[src/rtl/shift_register_univ_if.sv]
// ---------------------------------------------------------------------------
// shift_register_univ_if
//
// Bundles the control, data and status signals of shift_register_univ so a
// datapath can pass the whole shift-register port as one object. The clock
// (CLK) and reset (Reset) stay plain ports on the module.
//
// Parameters:
//   WIDTH - register width in bits (2..64); must match the attached module.
//   CW    - shift counter width, derived from WIDTH; do not override.
//
// Signals (direction as seen from the shift register, i.e. the slave):
//   En            in   clock enable
//   Mode          in   00 hold, 01 shift right, 10 shift left, 11 load
//   Rot           in   rotate select (only used in SHIFT_ROTATE_EN builds)
//   Shift_in_msb  in   serial input entering Q[WIDTH-1] on shift right
//   Shift_in_lsb  in   serial input entering Q[0] on shift left
//   Load_data     in   parallel load value
//   Q             out  register contents
//   Shift_out_lsb out  Q[0]
//   Shift_out_msb out  Q[WIDTH-1]
//   Count         out  shifts since last load, reset or wrap
//   Word_done     out  one-cycle pulse when WIDTH shifts have completed
//
// Modports:
//   master - the client that drives controls/data and observes status
//   slave  - the shift register itself
// ---------------------------------------------------------------------------
interface shift_register_univ_if #(
  parameter int WIDTH = 4,
  parameter int CW    = $clog2(WIDTH) + 1
);

  logic             En;
  logic [1:0]       Mode;
  logic             Rot;
  logic             Shift_in_msb;
  logic             Shift_in_lsb;
  logic [WIDTH-1:0] Load_data;

  logic [WIDTH-1:0] Q;
  logic             Shift_out_lsb;
  logic             Shift_out_msb;
  logic [CW-1:0]    Count;
  logic             Word_done;

  modport master (
    output En, Mode, Rot, Shift_in_msb, Shift_in_lsb, Load_data,
    input  Q, Shift_out_lsb, Shift_out_msb, Count, Word_done
  );

  modport slave (
    input  En, Mode, Rot, Shift_in_msb, Shift_in_lsb, Load_data,
    output Q, Shift_out_lsb, Shift_out_msb, Count, Word_done
  );

endinterface : shift_register_univ_if

[src/rtl/shift_register_univ.sv]
// ---------------------------------------------------------------------------
// shift_register_univ
//
// Parametrised universal shift register: hold, shift right, shift left and
// parallel load on a WIDTH-bit register, with clock enable and serial outputs
// at both ends. A shift counter pulses Word_done each time WIDTH shifts have
// completed, so whole words can be serialised/deserialised without an
// external counter. Shifts in either direction count alike; a load or reset
// restarts the word.
//
// Optional feature (compile-time macro SHIFT_ROTATE_EN):
//   defined     - Rot=1 turns shift right/left into rotate right/left
//                 (the bit shifted out re-enters at the other end).
//   not defined - Rot is ignored; shifts always use the serial inputs.
//
// Parameters:
//   WIDTH - register width in bits, legal range 2..64.
//   CW    - shift counter width, $clog2(WIDTH)+1; do not override.
//
// Ports:
//   CLK   in   clock, all state updates on the rising edge
//   Reset in   synchronous, active-high reset
//   bus   slave modport of shift_register_univ_if (see that file for the
//         individual control, data and status signals)
//
// Priority: Reset, then En=0, then Mode. All outputs are registers or direct
// wires from registers; latency from any input to Q/Count/Word_done is one
// cycle.
// ---------------------------------------------------------------------------
module shift_register_univ #(
  parameter int WIDTH = 4,
  parameter int CW    = $clog2(WIDTH) + 1
) (
  input logic                  CLK,
  input logic                  Reset,
  shift_register_univ_if.slave bus
);

  typedef enum logic [1:0] {
    MODE_HOLD  = 2'b00,
    MODE_SHR   = 2'b01,
    MODE_SHL   = 2'b10,
    MODE_LOAD  = 2'b11
  } mode_e;

  // -------------------------------------------------------------------------
  // State
  // -------------------------------------------------------------------------
  logic [WIDTH-1:0] q;
  logic [CW-1:0]    count;
  logic             word_done;

  // -------------------------------------------------------------------------
  // Decode
  // -------------------------------------------------------------------------
  mode_e mode;
  assign mode = mode_e'(bus.Mode);

  // The word is complete when this shift is the WIDTH-th since the last
  // restart, i.e. the counter currently reads WIDTH-1.
  logic last_shift;
  assign last_shift = (count == CW'(WIDTH - 1));

  logic [CW-1:0] count_inc;
  assign count_inc = last_shift ? '0 : count + CW'(1);

  // -------------------------------------------------------------------------
  // Serial-in selection
  // -------------------------------------------------------------------------
  logic shr_in;   // bit entering q[WIDTH-1] on a right shift
  logic shl_in;   // bit entering q[0] on a left shift

  // NOTE: every signal assigned in always_comb gets a default at the top of
  // the block, so no path can leave it unassigned and infer a latch.
  always_comb begin
    shr_in = bus.Shift_in_msb;
    shl_in = bus.Shift_in_lsb;
`ifdef SHIFT_ROTATE_EN
    // Rotating feeds the bit falling off one end back into the other.
    if (bus.Rot) begin
      shr_in = q[0];
      shl_in = q[WIDTH-1];
    end
`endif
  end

`ifndef SHIFT_ROTATE_EN
  // Rot is part of the port list in every build but has no function here.
  logic unused_rot;
  assign unused_rot = bus.Rot;
`endif

  // -------------------------------------------------------------------------
  // Register, counter and word pulse
  // -------------------------------------------------------------------------
  // NOTE: sequential state is updated with non-blocking assignments only, so
  // every right-hand side sees the pre-edge value of q/count regardless of
  // statement order.
  always_ff @(posedge CLK) begin
    // NOTE: Reset is sampled on the clock edge (synchronous), hence it is not
    // in the sensitivity list.
    if (Reset) begin
      q         <= '0;
      count     <= '0;
      word_done <= 1'b0;
    end else if (!bus.En) begin
      // State holds; the pulse is dropped so it is never stretched.
      word_done <= 1'b0;
    end else begin
      unique case (mode)
        MODE_HOLD: begin
          word_done <= 1'b0;
        end
        MODE_SHR: begin
          q         <= {shr_in, q[WIDTH-1:1]};
          count     <= count_inc;
          word_done <= last_shift;
        end
        MODE_SHL: begin
          q         <= {q[WIDTH-2:0], shl_in};
          count     <= count_inc;
          word_done <= last_shift;
        end
        MODE_LOAD: begin
          // A load starts a fresh word, exactly like reset for the counter.
          q         <= bus.Load_data;
          count     <= '0;
          word_done <= 1'b0;
        end
        default: begin
          word_done <= 1'b0;
        end
      endcase
    end
  end

  // -------------------------------------------------------------------------
  // Outputs: straight from the registers, no added latency
  // -------------------------------------------------------------------------
  assign bus.Q             = q;
  assign bus.Shift_out_lsb = q[0];
  assign bus.Shift_out_msb = q[WIDTH-1];
  assign bus.Count         = count;
  assign bus.Word_done     = word_done;

endmodule : shift_register_univ
[src/flat_wrapper.sv]
// flat-port wrapper written by rule: the top's interface ports become plain ports
module shift_register_univ_flat 
#(
  parameter int WIDTH = 4,
  parameter int CW    = $clog2(WIDTH) + 1
)
  (CLK, Reset, bus_En, bus_Mode, bus_Rot, bus_Shift_in_msb, bus_Shift_in_lsb, bus_Load_data, bus_Q, bus_Shift_out_lsb, bus_Shift_out_msb, bus_Count, bus_Word_done);
  shift_register_univ_if #(.WIDTH(WIDTH), .CW(CW)) bus_i ();
  input logic CLK;
  input logic Reset;
  input wire logic [$bits(bus_i.En)-1:0] bus_En;
  input wire logic [$bits(bus_i.Mode)-1:0] bus_Mode;
  input wire logic [$bits(bus_i.Rot)-1:0] bus_Rot;
  input wire logic [$bits(bus_i.Shift_in_msb)-1:0] bus_Shift_in_msb;
  input wire logic [$bits(bus_i.Shift_in_lsb)-1:0] bus_Shift_in_lsb;
  input wire logic [$bits(bus_i.Load_data)-1:0] bus_Load_data;
  output wire logic [$bits(bus_i.Q)-1:0] bus_Q;
  output wire logic [$bits(bus_i.Shift_out_lsb)-1:0] bus_Shift_out_lsb;
  output wire logic [$bits(bus_i.Shift_out_msb)-1:0] bus_Shift_out_msb;
  output wire logic [$bits(bus_i.Count)-1:0] bus_Count;
  output wire logic [$bits(bus_i.Word_done)-1:0] bus_Word_done;
  assign bus_i.En = bus_En;
  assign bus_i.Mode = bus_Mode;
  assign bus_i.Rot = bus_Rot;
  assign bus_i.Shift_in_msb = bus_Shift_in_msb;
  assign bus_i.Shift_in_lsb = bus_Shift_in_lsb;
  assign bus_i.Load_data = bus_Load_data;
  assign bus_Q = bus_i.Q;
  assign bus_Shift_out_lsb = bus_i.Shift_out_lsb;
  assign bus_Shift_out_msb = bus_i.Shift_out_msb;
  assign bus_Count = bus_i.Count;
  assign bus_Word_done = bus_i.Word_done;
  shift_register_univ #(.WIDTH(WIDTH), .CW(CW)) u_core (.CLK(CLK), .Reset(Reset), .bus(bus_i));
endmodule
[config.mk]
export PLATFORM = sky130hd
export DESIGN_NAME = shift_register_univ_flat
export DESIGN_NICKNAME = d
export VERILOG_FILES = /design/src/rtl/shift_register_univ_if.sv /design/src/rtl/shift_register_univ.sv /design/src/flat_wrapper.sv
export SDC_FILE = /design/constraint.sdc
export NUM_CORES = 1
export LEC_CHECK = 0
export ABC_AREA = 1
export BUFFER_PORTS_ARGS = -buffer_cell sky130_fd_sc_hd__buf_2
export CAP_MARGIN = 20
export CORE_AREA = 3 3 40 42
export CTS_CLUSTER_DIAMETER = 120
export DETAILED_ROUTE_END_ITERATION = 16
export DIE_AREA = 0 0 43 45
export PLACE_DENSITY = 0.75
export SYNTH_ARGS = -nofsm -noshare
export SYNTH_HDL_FRONTEND = slang
export SYNTH_SLANG_ARGS = --single-unit
export TNS_END_PERCENT = 10
[constraint.sdc]
create_clock -name CLK -period 1.29 [get_ports CLK]
set_clock_uncertainty 0.15 [all_clocks]
set_input_delay 0.129 -clock CLK [delete_from_list [all_inputs] [get_ports CLK]]
set_output_delay 0.129 -clock CLK [all_outputs]
set_load 0.1 [all_outputs]
# Word level (Yosys, flattened, before mapping)
# Cells that the tools add are included.
# totals
register_bits	8
# classes
eq_ne	4
muxes	4
addsub	1
reduce_logical	8
bitwise_logic	1
# op_table
op	n
one-hot mux 4 bit (3 select lines)	1
one-hot mux 3 bit (2 select lines)	1
OR reduction 2 bit	3
== test 2 bit, second input constant	2
AND reduction 2 bit	2
adder 3 x 1 -> 3 bit, second input constant	1
== test 3 x 2 -> 1 bit, second input constant	1
two-way mux 3 bit	1
nonzero test 3 bit	1
== test 2 x 1 -> 1 bit, second input constant	1
zero test 2 bit	1
one-hot mux 1 bit (2 select lines)	1
nonzero test 2 bit	1
NOT 1 bit	1

# Logic depth before layout (Yosys ltp)
# Gate-level depths: netlist (run 1).
# depth
depth_word	4
ltp_mapped	6
ltp_nobuf	6

# Worst setup path after synthesis (run 1)
# Ideal clock, no wire load.
# synth_path
path_kind	flip-flop to flip-flop
startpoint	register u_core.count[1] (netlist: u_core.bus.Count[1])
endpoint	register u_core.count[0] (netlist: u_core.bus.Count[0])
t_arrival_ps	1489
required_ps	1022
path_stages_with_launch	5
synth_period_minus_slack_ps	1757
path_slack_ps	-467
n_path_buf	0
path_cell_list	dfxtp_1 -> ha_1 -> nand2_1 -> nand3_1 -> a21oi_2
# synth_between
elab_chain_cells	3
# synth_lines
element	line	text
start, declared	shift_register_univ.sv:50	logic [CW-1:0] count;
start signal, assigned	shift_register_univ.sv:116	count <= count_inc;
start signal, assigned	shift_register_univ.sv:121	count <= count_inc;
== test 3 x 2 -> 1 bit	shift_register_univ.sv:62	assign last_shift = (count == CW'(WIDTH - 1));
two-way mux 3 bit	shift_register_univ.sv:65	assign count_inc = last_shift ? '0 : count + CW'(1);
one-hot mux 3 bit (2 select lines)	shift_register_univ.sv:110	unique case (mode)
# Every way passes these cells.
# A chain may end at the register's enable or synchronous reset.

# Worst setup path in the final report (run 1)
# layout_path
startpoint	register u_core.count[0] (netlist: u_core.bus.Count[0])
endpoint	register u_core.count[1] (netlist: u_core.bus.Count[1])
# layout_between
elab_chain_cells	3
word_cells_on_any_way	4
cone_classes	1 x add/sub; 1 x eq/ne; 2 x mux
# layout_lines
element	line
adder 3 x 1 -> 3 bit or == test 3 x 2 -> 1 bit (tied branches)	shift_register_univ.sv:65, shift_register_univ.sv:62
two-way mux 3 bit *	shift_register_univ.sv:65
one-hot mux 3 bit (2 select lines) *	shift_register_univ.sv:110
# Every way passes the cells marked *; elsewhere a longest branch is shown, timed or not.

==> results of run 1 <==
==> flip-flops by register name, indices dropped and copies added (netlist names) <==
| signal | cells |
|---|---|
| u_core.bus.Count | 3 |
| u_core.bus.Word_done | 1 |
| u_core.bus.Q | 4 |
==> kinds of logic (layout without fill, tap and decap cells) <==
| kind of cell | after synthesis | after routing | synth area share (%) |
|---|---|---|---|
| adders and majority gates | 4 | 4 | 10.9 |
| AOI/OAI and AO/OA | 15 | 15 | 18.0 |
| and+or+nand+nor | 24 | 24 | 26.4 |
| DFF | 8 | 8 | 34.9 |
| buffers and inverters | 10 | 32 | 9.81 |
==> worst min-delay path: stages <==
cell     delay (ns)
buf_2          0.08
a21oi_1        0.05
a21oi_1        0.11
==> where the power goes <==
| part | internal [mW] | switching, mW | leakage (nW) |
|---|---|---|---|
| Combinational | 0.112 | 0.198 | 0.270 |
| Clock | 0.106 | 0.0794 | 0.0138 |
| Sequential | 0.265 | 0.0231 | 0.0682 |
==> stage by stage <==
step	setup WS (ns)	utilization, %	instances	cell area, um^2	TNS, ns
CTS	0.149	58.7	98	754	0
detailed placement	0.0838	56.2	94	722	0
floorplan	-0.120	-	61	468	-0.357
global placement	0.103	56.2	94	722	0
global route	0.0879	58.7	98	754	0
finish	0.151	58.7	98	754	0
==> placed cells by master, fill, tap and decap left out <==
cell type	count
nand3_1	2
a21oi_1	8
clkbuf_4	3
dfxtp_1	1
dfxtp_2	7
ha_1	4
nor2_2	1
nand4_2	1
nand2_1	15
nor2_1	3
nor3_1	1
a21oi_2	2
dlygate4sd3_1	1
buf_2	10
buf_12	10
inv_1	5
o21ai_1	5
inv_2	3
nor2_8	1
==> layout make-up <==
| cell class | instances | area, um^2 | share of cell area, % |
|---|---|---|---|
| tap | 15 | 18.8 | 2.49 |
| inverter | 8 | 30.0 | 3.98 |
| clock buffer | 3 | 22.5 | 2.99 |
| timing repair buffer | 21 | 260 | 34.5 |
| multi-input combinational | 43 | 254 | 33.7 |
| sequential | 8 | 169 | 22.4 |
==> per-layer routing <==
metal,track usage [%],share of wire [%]
met1,13.8,42
met2,20.7,49
met3,1.20,7.4
met4,5.42,0.89
met5,0,0
==> worst paths after layout <==
kind	startpoint	end	slack [ns]	cells after the start
min	bus_Shift_in_msb	u_core.bus.Q[3]	0.009	3
min reg2reg	u_core.bus.Count[2]	u_core.bus.Count[2]	0.35	2
max reg2reg	u_core.bus.Count[0]	u_core.bus.Count[1]	0.15	4
max	u_core.bus.Count[0]	u_core.bus.Count[1]	0.15	4
==> timing repair <==
item                                   4_1_cts  5_1_grt
resized for setup                            0        0
hold buffers                                 1        0
endpoints found under the hold margin        2        0
==> key figures, run 1 <==
Outcome
  – Outcome: completed

Synthesis
  – Yosys cell types: 15
  – Top_reg_cell synth: dfxtp_1
  – Synth Register Bits: 8
  – Post-synth EDFFs: 0
  – Syn_nets: 77
  – Post-synthesis cell area: 459 um^2
  – Register area share after synthesis: 34.9%
  – Top-count cell post-synth: nand2_1
  – Async SR Flop Fraction: 0%
  – Commonest cells post-synth: nand2_1, a21oi_1, dfxtp_1
  – Yosys warns: 0
  – Cell taking the most area after synthesis: dfxtp_1
  – Top post-synthesis cells by area: dfxtp_1, nand2_1, ha_1
  – Syn Area/Cell: 7.53 um^2
  – Syn Inst Count: 61
  – Yosys top cell area share: 34.9%

Die
  – Initial Util: 35.7%
  – Die H: 45 um
  – Core area: 0.00128 mm^2
  – IO Count: 22
  – Die width: 43 um
  – Site row count: 13
  – Die area: 0.00194 mm^2

STA
  – Slew Limit Headroom: 81.7%
  – Fin. Hold Viols: 0
  – Final slew viol count: 0
  – RSZ-0062 raised after global routing: no
  – Slew @ Worst Pin: 0.275 ns
  – Max Clk Rate: 0.878 GHz
  – Tmin final: 1.14 ns
  – Final worst-path cycle share: 88.3%
  – Hold WS: 0.00909 ns
  – Final setup viols: 0

Detailed routing
  – Post-route ant nets: 0
  – Initial DRC Count: 11
  – Vias: 454
  – Vias per cell: 4.63
  – Routed len/inst: 10.3 um
  – Drt pass-1 iters: 4
  – # DRC: 0
  – WL final: 1010 um

Setup path
  – CP Data Required Time: 1.31 ns
  – Critical path's slowest cell: dfxtp_2
  – CP Class: flop to flop
  – Crit-path leading delay family: flip-flops
  – CP Launch Type: flop
  – Crit-path max FO: 3
  – CP Buf/Inv Count: 0
  – Slowest stage delay, CP: 0.34 ns
  – Nature of the critical path endpoint: flop
  – Worst path cell trace: ha_1, nand2_1, nand4_2, a21oi_2
  – Critical Path AT: 1.16 ns

Finish
  – # diodes: 0
  – Nets: 101
  – Filler instances: 106
  – Layout cells sized above 1: 45.8%
  – Growth of design area from synthesis to finish: 64.3%

Clock network
  – Clock Tree Root: clkbuf_4
  – Longest Clk Path Bufs: 2
  – TritonCTS Buffers: 3
  – Clock Latency Late Sink: 0.25 ns
  – Clock transition at path regs: 0.06 ns
  – CTS H-tree lvls: 1
  – Clock sinks: 8
  – TritonCTS clock tree: yes
  – Post-CTS Setup Bufs: 0

Hold path
  – Hold WC Path Type: input port to flop

Global routing
  – Grt ovf: 0
  – Vias in the first global route: 423
  – Initial antenna violation count: 0
  – First-pass GRT wire length: 1700 um
  – All-Layer GR Usage: 11.5%
  – Largest net degree at the start of global routing: 11

Place
  – RePlAce Congestion: 0.754
  – Hpwl dp: 826 um
  – IO buf count: 20

Power and ir drop
  – Leak: 0.352 nW
  – Overall power: 0.783 mW
  – VDD IR max: 0.822 mV
  – PwrDens: 1040 mW/mm^2

Flow run
  – Max-capacitance violation count: 0
(Power assumes the default switching activity.)
==> inputs of run 2 (changes only) <==
--- a/config.mk
+++ b/config.mk
@@ -12,7 +12,9 @@
 export CTS_CLUSTER_DIAMETER = 120
 export DETAILED_ROUTE_END_ITERATION = 16
 export DIE_AREA = 0 0 43 45
+export MAX_ROUTING_LAYER = met4
 export PLACE_DENSITY = 0.75
+export RECOVER_POWER = 50
 export SYNTH_ARGS = -nofsm -noshare
 export SYNTH_HDL_FRONTEND = slang
 export SYNTH_SLANG_ARGS = --single-unit
==> run 2 against run 1 <==
Worst hold slack got worse by 0.0020 ns; utilization down 7.8 points; critical path depth fell by 3; die area stayed put; count of clock-buffer cells in the layout is the same; critical path type is now flop to primary output; critical endpoint is now bus_Shift_out_lsb; largest power group is now sequential cells.
==> key figures, run 2 (synthesis gave the netlist of run 1 again) <==
STA
  – Slew Limit Headroom: 79.9%
  – Final setup viols: 0
  – Slew @ Worst Pin: 0.303 ns
  – Fin. Hold Viols: 0
  – Setup WS post-layout: 0.0887 ns
  – Max Clk Rate: 0.832 GHz
  – RSZ-0062 raised after global routing: no
  – Final worst-path cycle share: 93.1%
  – Final slew viol count: 0
  – Tmin final: 1.20 ns
  – Setup TNS: 0 ns

Setup path
  – CP startpoint: u_core.bus.Q[0]
  – CP Data Required Time: 1.01 ns
  – CP Buf/Inv Count: 1
  – Slowest stage delay, CP: 0.34 ns
  – CP Launch Type: flop
  – FF-to-FF Start: u_core.bus.Count[0]
  – RR Endpoint: u_core.bus.Count[1]
  – Nature of the critical path endpoint: primary output
  – Worst path cell trace: clkbuf_4
  – Register-to-Register Path Depth: 4
  – Reg2reg setup slack: 0.17 ns
  – Crit-path leading delay family: flip-flops
  – CP Class: flop to primary output
  – Crit-path max FO: 4
  – Critical path's slowest cell: dfxtp_2
  – Critical Path AT: 0.92 ns

Clock network
  – Clock Latency Late Sink: 0.25 ns
  – Longest Clk Path Bufs: 2
  – Clock sinks: 8
  – CTS H-tree lvls: 1
  – Clock transition at path regs: 0.06 ns
  – TritonCTS Buffers: 3
  – Post-CTS Setup Bufs: 0
  – TritonCTS clock tree: yes
  – Clock Tree Root: clkbuf_4
  – Post-cts gate resize count: 0

Finish
  – Most frequent cells in the layout: nand2_1, buf_2, a21oi_1, clkbuf_4, dfxtp_2
  – Growth of design area from synthesis to finish: 42.5%
  – # diodes: 0
  – Nets: 101
  – Largest register FFs: 4
  – Final Core Density: 50.9%
  – Layout cells sized above 1: 45.8%
  – Design area: 654 um^2
  – Most common cell after layout, fill and taps aside: nand2_1

Power and ir drop
  – PwrDens: 1130 mW/mm^2
  – Leak: 0.324 nW
  – Overall power: 0.742 mW
  – VDD IR max: 0.786 mV

Hold path
  – Hold Startpoint: bus_Shift_in_msb
  – Hold Path Stages: 3
  – Hold WC Path Type: input port to flop
  – Worst hold path endpoint: u_core.bus.Q[3]

Die
  – Core area: 0.00128 mm^2
  – Die H: 45 um
  – Site row count: 13
  – Die width: 43 um
  – Die area: 0.00194 mm^2
  – Initial Util: 35.7%
  – IO Count: 22

Global routing
  – Grt ovf: 0
  – First-pass GRT wire length: 1700 um
  – Vias in the first global route: 423
  – All-Layer GR Usage: 11.9%
  – Initial antenna violation count: 0
  – Largest net degree at the start of global routing: 11

Flow run
  – Max-capacitance violation count: 0

Detailed routing
  – Drt pass-1 iters: 4
  – Vias per cell: 4.65
  – WL final: 1020 um
  – Initial DRC Count: 13
  – Post-route ant nets: 0
  – Routed len/inst: 10.4 um
  – Vias: 456
  – # DRC: 0

Place
  – IO buf count: 20
  – Placed inst area: 722 um^2
  – Dpl ws: 0.0838 ns
  – RePlAce Congestion: 0.764
  – Hpwl dp: 826 um

Outcome
  – Outcome: completed
==> run 2: where the power goes <==
group / switching, mW / internal, mW / leakage (nW)
sequential: 0.0157 / 0.264 / 0.0682
combinational: 0.198 / 0.0774 / 0.242
clock: 0.0805 / 0.106 / 0.0138
==> run 2: worst max-delay path by stage <==
| stage | to | slack [ns] | cells past startpoint |
|---|---|---|---|
| floorplan | u_core.bus.Count[0] | -0.12 | 4 |
| global placement | u_core.bus.Count[0] | 0.10 | 6 |
| detailed placement | u_core.bus.Count[0] | 0.08 | 6 |
| CTS | u_core.bus.Count[1] | 0.15 | 4 |
| global route | bus_Shift_out_lsb | 0.07 | 1 |
| finish | bus_Shift_out_lsb | 0.09 | 1 |
==> run 2: timing repair <==
item                                   in CTS  in global routing
setup endpoints to repair                   0                  0
endpoints found under the hold margin       2                  0
hold buffers                                1                  0
==> run 2: final cells by class <==
cell class	count	area (um^2)
Clock buffer	3	22.5
Fill cell	120	631
Inverter	8	30.0
Multi-Input combinational cell	43	254
Sequential cell	8	169
Tap cell	15	18.8
Timing Repair Buffer	21	160
==> run 2: routing by layer <==
| layer | routed length, um | track usage [%] | share of wire, % | up-vias |
|---|---|---|---|---|
| met1 | 432 | 13.8 | 42 | 193 |
| met2 | 499 | 20.7 | 49 | 19 |
| li1 | - | - | - | 242 |
| met4 | 9 | 5.42 | 0.88 | 0 |
| met3 | 81 | 1.20 | 7.9 | 2 |
| met5 | 0 | - | 0 | - |
==> run 2: through the flow <==
stage	cells	hold WS [ns]
floorplan	61	0.0341
global placement	94	0.167
detailed placement	94	0.163
CTS	98	0.00238
global route	98	0.0161
finish	98	0.00704
